## src/rtl/import_alu_arbiter.sv

```systemverilog
// ---------------------------------------------------------------------------
// import_alu_arbiter
// Shares one multi-cycle ALU between two requesters. A round-robin arbiter
// picks a requester while idle, latches its operands, drives them to the ALU
// for ALU_LAT cycles, captures the 16-bit result into that requester's result
// register and holds resp_valid until the requester accepts it.
//
// Ports
//   clk, rst_n              clock, asynchronous active-low reset
//   req_valid/req_ready     per-requester request handshake (bit i = req i)
//   req_sel/req_op          per-requester select and opcode ([2i+1:2i])
//   req_a/req_b             per-requester 8-bit operands ([8i+7:8i])
//   alu_sel/op/a/b          operands driven to the shared ALU
//   alu_result              16-bit result returned by the shared ALU
//   resp_valid/resp_ready   per-requester response handshake
//   resp_data               per-requester 16-bit result ([16i+15:16i])
//   busy                    high whenever a transaction is in flight
// ---------------------------------------------------------------------------
module import_alu_arbiter #(
    parameter int ALU_LAT = 1
) (
    input  logic        clk,
    input  logic        rst_n,
    input  logic [1:0]  req_valid,
    output logic [1:0]  req_ready,
    input  logic [1:0]  req_sel,
    input  logic [3:0]  req_op,
    input  logic [15:0] req_a,
    input  logic [15:0] req_b,
    output logic        alu_sel,
    output logic [1:0]  alu_op,
    output logic [7:0]  alu_a,
    output logic [7:0]  alu_b,
    input  logic [15:0] alu_result,
    output logic [1:0]  resp_valid,
    input  logic [1:0]  resp_ready,
    output logic [31:0] resp_data,
    output logic        busy
);

    typedef enum logic [1:0] {
        IDLE = 2'd0,
        EXEC = 2'd1,
        RESP = 2'd2
    } state_t;

    // Counter value on the cycle the ALU output is sampled.
    localparam logic [1:0] LAT_LAST = 2'(ALU_LAT - 1);

    state_t      state_r;
    state_t      state_nxt_s;
    logic [1:0]  cnt_r;
    logic        grant_r;
    logic        last_grant_r;
    logic        sel_r;
    logic [1:0]  op_r;
    logic [7:0]  a_r;
    logic [7:0]  b_r;
    logic [15:0] res0_r;
    logic [15:0] res1_r;
    logic        any_valid_s;
    logic        grant_s;
    logic        lat_done_s;

    assign any_valid_s = |req_valid;
    assign lat_done_s  = (cnt_r == LAT_LAST);

    // Round-robin pick: a lone requester wins, a tie goes to the one not served last.
    always_comb begin
        grant_s = 1'b0;
        case (req_valid)
            2'b01:   grant_s = 1'b0;
            2'b10:   grant_s = 1'b1;
            2'b11:   grant_s = ~last_grant_r;
            default: grant_s = 1'b0;
        endcase
    end

    // Next-state decode for the IDLE -> EXEC -> RESP transaction sequence.
    always_comb begin
        state_nxt_s = state_r;
        case (state_r)
            IDLE: begin
                if (any_valid_s) begin
                    state_nxt_s = EXEC;
                end else begin
                    state_nxt_s = IDLE;
                end
            end
            EXEC: begin
                if (lat_done_s) begin
                    state_nxt_s = RESP;
                end else begin
                    state_nxt_s = EXEC;
                end
            end
            RESP: begin
                // Only the granted requester's accept can retire the response.
                if (resp_ready[grant_r]) begin
                    state_nxt_s = IDLE;
                end else begin
                    state_nxt_s = RESP;
                end
            end
            default: state_nxt_s = IDLE;
        endcase
    end

    // Accept strobe, same-cycle in IDLE; gated by rst_n so it is quiet during reset.
    always_comb begin
        req_ready = 2'b00;
        if (rst_n && (state_r == IDLE) && any_valid_s) begin
            req_ready = grant_s ? 2'b10 : 2'b01;
        end else begin
            req_ready = 2'b00;
        end
    end

    // State register and ALU latency counter.
    always_ff @(posedge clk or negedge rst_n) begin
        if (!rst_n) begin
            state_r <= IDLE;
            cnt_r   <= 2'd0;
        end else begin
            state_r <= state_nxt_s;
            if ((state_r == EXEC) && !lat_done_s) begin
                cnt_r <= cnt_r + 2'd1;
            end else begin
                cnt_r <= 2'd0;
            end
        end
    end

    // Grant bookkeeping and operand capture on each accepted request.
    always_ff @(posedge clk or negedge rst_n) begin
        if (!rst_n) begin
            grant_r      <= 1'b0;
            last_grant_r <= 1'b1;
            sel_r        <= 1'b0;
            op_r         <= 2'd0;
            a_r          <= 8'd0;
            b_r          <= 8'd0;
        end else if ((state_r == IDLE) && any_valid_s) begin
            grant_r      <= grant_s;
            last_grant_r <= grant_s;
            sel_r        <= grant_s ? req_sel[1]    : req_sel[0];
            op_r         <= grant_s ? req_op[3:2]   : req_op[1:0];
            a_r          <= grant_s ? req_a[15:8]   : req_a[7:0];
            b_r          <= grant_s ? req_b[15:8]   : req_b[7:0];
        end else begin
            grant_r      <= grant_r;
            last_grant_r <= last_grant_r;
        end
    end

    // Per-requester result registers; each keeps its last result until overwritten.
    always_ff @(posedge clk or negedge rst_n) begin
        if (!rst_n) begin
            res0_r <= 16'd0;
            res1_r <= 16'd0;
        end else if ((state_r == EXEC) && lat_done_s) begin
            if (grant_r) begin
                res1_r <= alu_result;
            end else begin
                res0_r <= alu_result;
            end
        end else begin
            res0_r <= res0_r;
            res1_r <= res1_r;
        end
    end

    assign alu_sel    = sel_r;
    assign alu_op     = op_r;
    assign alu_a      = a_r;
    assign alu_b      = b_r;
    assign busy       = (state_r != IDLE);
    assign resp_valid = (state_r == RESP) ? (grant_r ? 2'b10 : 2'b01) : 2'b00;
    assign resp_data  = {res1_r, res0_r};

endmodule

```

## config.mk

```make
export PLATFORM = sky130hd
export DESIGN_NAME = import_alu_arbiter
export DESIGN_NICKNAME = d
export VERILOG_FILES = /design/src/rtl/import_alu_arbiter.sv
export SDC_FILE = /design/constraint.sdc
export NUM_CORES = 1
export LEC_CHECK = 0
export ABC_AREA = 1
export BUFFER_PORTS_ARGS = -buffer_cell sky130_fd_sc_hd__buf_2
export CORE_MARGIN = 2
export CORE_UTILIZATION = 45
export CTS_CLUSTER_DIAMETER = 100
export DETAILED_ROUTE_END_ITERATION = 10
export PLACE_DENSITY = 0.73
export SLEW_MARGIN = 30
export SYNTH_ARGS = -nofsm -noshare
export SYNTH_HDL_FRONTEND = slang
export SYNTH_SLANG_ARGS = --single-unit
```

## constraint.sdc

```tcl
create_clock -name clk -period 1.49 [get_ports clk]
set_input_delay 0.0745 -clock clk [delete_from_list [all_inputs] [get_ports clk]]
set_output_delay 0.0745 -clock clk [all_outputs]
set_load 0.02 [all_outputs]
```

# Word-level counts from Yosys, hierarchy flattened
# Cells that the tools add are included.
dict set report word_totals {
  rom_bits 0
  mem_bits_rw 0
  register_bits 57
  n_memories 0
  latch_bits 0
  word_cells 46
}
dict set report op_classes {
  mux 16
  addsub 1
  multipliers 0
  shifts 0
  n_reduce_logical 12
  n_div 0
  magnitude_cmp 1
  n_bitwise 2
  eq_ne 4
}
# op n
set ops {}
lappend ops {{2-to-1 mux 2 bit} 8}
lappend ops {{2-to-1 mux 8 bit} 2}
lappend ops {{equality test 2 bit, second input constant} 3}
lappend ops {{case mux 2 bit (3 select lines)} 1}
lappend ops {{logical AND 1 bit} 5}
lappend ops {{zero test 2 bit} 2}
lappend ops {{2-to-1 mux 1 bit} 4}
lappend ops {{AND reduction 2 bit} 2}
lappend ops {{adder 2 x 1 -> 2 bit, second input constant} 1}
lappend ops {{equality test 2 x 1 -> 1 bit, second input constant} 1}
lappend ops {{less-than comparator 1 x 2 -> 1 bit, second input constant} 1}
lappend ops {{inverter 1 bit} 2}
lappend ops {{case mux 1 bit (2 select lines)} 1}
lappend ops {{nonzero test 2 bit} 1}
lappend ops {{OR reduction 2 bit} 1}
lappend ops {{zero test 1 bit} 1}

# Longest topological paths before layout
dict set report depth {
  depth_word 4
  depth_mapped 7
  ltp_nobuf 6
}

# Least setup slack after synthesis
# Ideal clock, no wire load.
dict set report synth_timing {
  path_type {reg2reg}
  startpoint {register cnt_r[0]}
  endpoint {register res1_r[14]}
  slack_ps 253
  synth_period_minus_slack_ps 1237
  arrival_ps 1120
  path_stages_with_launch 8
  path_cell_list {dfrtp_1 inv_1 ha_1 clkbuf_2 nand3_4 buf_2 nand2_1 nand2_1}
}
dict set report synth_between {
  elab_chain_len 3
}
# item line_no
set synth_rtl {}
lappend synth_rtl {{from (decl)} 52} ;# logic [1:0] cnt_r;
lappend synth_rtl {{from (signal assigned)} 127} ;# cnt_r <= cnt_r + 2'd1;
lappend synth_rtl {{zero test 2 bit} 66} ;# assign lat_done_s = (cnt_r == LAT_LAST);
lappend synth_rtl {{logical AND 1 bit} 161} ;# end else if ((state_r == EXEC) && lat_done_s) begin
lappend synth_rtl {{AND reduction 2 bit (no source line)} -}
lappend synth_rtl {{to (signal assigned)} 163} ;# res1_r <= alu_result;
lappend synth_rtl {{to (signal assigned)} 169} ;# res1_r <= res1_r;
lappend synth_rtl {{to (decl)} 60} ;# logic [15:0] res1_r;
# No other way between the ends.
# A chain may end at the register's enable or synchronous reset.

# Worst setup path in the final report
dict set report layout_timing {
  startpoint {register state_r[1]}
  endpoint {output port req_ready[1]}
}
dict set report layout_between {
  elab_chain_len 4
}
# item line_no
set layout_rtl {}
lappend layout_rtl {{from (decl)} 50} ;# state_t state_r;
lappend layout_rtl {{from (signal assigned)} 125} ;# state_r <= state_nxt_s;
lappend layout_rtl {{zero test 2 bit} 112} ;# if (rst_n && (state_r == IDLE) && any_valid_s) begin
lappend layout_rtl {{logical AND 1 bit (2 in a row)} 112}
lappend layout_rtl {{2-to-1 mux 2 bit} 112}
lappend layout_rtl {{to (decl)} 25} ;# output logic [1:0] req_ready,
# No other way between the ends.

==> results.cfg <==
[status]
status = finished, final reports clean

[synthesis]
synth_top_area_share_pct = 50.0
synth_common_cells = nand2_1, dfrtp_1, inv_1
seq_area_frac_synth_pct = 51.0
synth_area_per_cell_um2 = 8.07
yosys_warnings = 0
synthFlopType = dfrtp_1
ys_ff_latch = 57
synth_most_common_cell = nand2_1
synth-edff-count = 0
syn_inst = 347
syn_nets = 408
yosys-top-cells-area = dfrtp_1, nand2_1, nand4_1
async_flop_share_pct = 100
yosysUniqueCellTypes = 22
netlist_area_um2 = 2800
synth_largest_area_cell = dfrtp_1

[setup_path]
crit_type = flop to output port
path_max_fanout = 2
crit_slowest_cell = dfrtp_2
arrival_ns = 1.37
end_kind = output port
cp_cell_sequence = inv_2 -> nand2_4 -> nor2_8 -> nand2_2 -> nor2_2 -> buf_4
regToRegStartpoint = state_r[1]
crit_start = state_r[1]
reg2reg_to = alu_b[3]
crit_required_ns = 1.42
cpPeakStageDelay_ns = 0.45
r2r_setup_slack_ns = 0.16
r2r_cells = 7
cp-start-kind = flop

[detailed_routing]
drt_iter0_markers = 165
wl_um = 6780
vias_per_cell = 4.88
ant_nets = 0
dr.pass1.iters = 4
remaining_drc_errors = 0
num_vias = 2654
routedWlPerCell_um = 12.5

[pwr]
total_power_w = 0.00814
p_clk_share_pct = 18.4
vdd_drop_max_mv = 1.04
p_sw_share_pct = 44.2
switchingPower_w = 0.00360
internal_power_w = 0.00454
pwr-share-comb_pct = 47.8
p_seq_share_pct = 33.9
power_density_nw_per_um2 = 2180
power_leakage_nw = 2.20

[timing]
hold_viol_final = 0
whs_ns = 0.0116
relSlewSlack_pct = 52.1
rsz0062_at_grt = yes
tns_ns = 0
max_slew.worst_pin.slew_ns = 0.719
fmax_ghz = 0.694
finalClockSkew_ns = 0.00957
min_period_ns = 1.44
setup_viol = 0
finalCritPeriodShare_pct = 96.7
slew_violations = 0

[grt]
overflow = 0
grt_pass1_vias = 2471
grt_pass1_wl_um = 11600
grt_start_max_net_pins = 58
antenna_found_initial = 0
grtUsageTotal_pct = 20.3

[cts]
clkTransAtPathRegs_ns = 0.07
clock-sinks = 57
cts_root_buf = clkbuf_8
numCtsBuffers = 9
cts_tree = done
cts_max_path_buffers = 2
cts-htree-levels = 3
insertion_delay_ns = 0.33

[placement]
place_hpwl_um = 4750
numPortBuffers = 115
place.gp.congestion = 0.745

[die]
rows = 28
die_area_um2 = 6870
top_level_ports = 116
die_width_um = 82.9
core_um2 = 5960
die_y_um = 82.9
start_util_pct = 47.0

[worst_hold_path]
holdPathEnd = res0_r[8]
worstHoldStart = alu_result[8]
min_path_cells = 3
hp-class = primary input to flop

[layout]
antenna-diode-count = 0
syn_to_final_growth_pct = 33.0
fin_util_pct = 62.5
drive_gt1_share_pct = 36.0
layout.nets = 525

[job]
cap_violations = 0
==> state kept, by name, summed over array words and instances (netlist names) <==
name and cells:
res0_r 16, alu_b 8, alu_op 2, grant_r 1, alu_a 8, state_r 2
res1_r 16, cnt_r 2, last_grant_r 1, alu_sel 1
==> power by group through the flow <==
stage | logic [W] | registers (W) | clock network, W
final | 0.00389 | 0.00275 | 0.00150
after global routing | 0.00428 | 0.00285 | 0.00158
after CTS | 0.00390 | 0.00276 | 0.00153
after detailed placement | 0.00386 | 0.00275 | 0
after global placement | 0.00376 | 0.00276 | 0
after floorplan | 0.00181 | 0.00359 | 0
==> cell usage in the layout (no fill, tap or decap), drive strengths merged, types with 10 or more instances in the layout <==
master and count:
nand2 134, buf 128, dfrtp 56, inv 48
nand3 41, nand4 32, clkbuf 14, nor2 10
==> worst max-delay path: cells and delay by family, from the launching register on <==
family        cells  cell delay (ns)
simple gates      4             0.36
flops             1             0.45
buf+inv           2             0.23
==> per-layer routing <==
layer  vias to the layer above  track usage (%)  share of wire (%)
li1                       1328                -                  -
met1                      1183             28.2                 45
met2                       133             30.8                 44
met3                        10             5.17                9.2
met4                         0             7.15                1.2
met5                         -                0                  0
==> kinds of logic (layout without fill, tap and decap cells) <==
logic type | count (synthesis) | in the layout | synth area share (%)
compound gates | 1 | 1 | 0.178
fa+ha+maj | 1 | 1 | 0.447
buf+inv | 71 | 193 | 11.4
flops | 57 | 57 | 51.0
simple gates | 217 | 217 | 37.0
==> final cells by class <==
type	count	area (µm²)
fill	562	2230
sequential	57	1430
multi-input combinational	219	1070
timing repair buffer	129	738
inverter	48	183
clock buffer	14	173
tap	75	93.8
clock inverter	2	35.0
==> metrics by stage <==
stage          instances  instance area (µm²)  worst slack (ns)
2_1_floorplan        347                 2800             0.253
3_3_place_gp         524                 3460             0.143
3_5_place_dp         524                 3460            0.0907
4_1_cts              543                 3700           0.00701
5_1_grt              544                 3720          -0.00833
6_report             544                 3720            0.0495
==> how the worst max path moves through the flow <==
stage | slack [ns] | end | cells after the start
after floorplan | 0.25 | res1_r[14] | 7
after global placement | 0.14 | res0_r[0] | 5
after detailed placement | 0.09 | res1_r[12] | 5
after CTS | 0.007 | req_ready[1] | 6
after global routing | -0.008 | resp_valid[0] | 5
final | 0.05 | req_ready[1] | 6
==> what timing repair did <==
| item | 4_1_cts | 5_1_grt |
|---|---|---|
| hold buffers | 1 | 0 |
| resized for setup | 4 | 6 |
| pin swaps | 2 | 1 |
| buffers inserted | 2 | 1 |
| hold endpoints to repair | 56 | 0 |
| setup endpoints to repair | 2 | 29 |
Note: power is estimated with default switching activity, not from simulation.
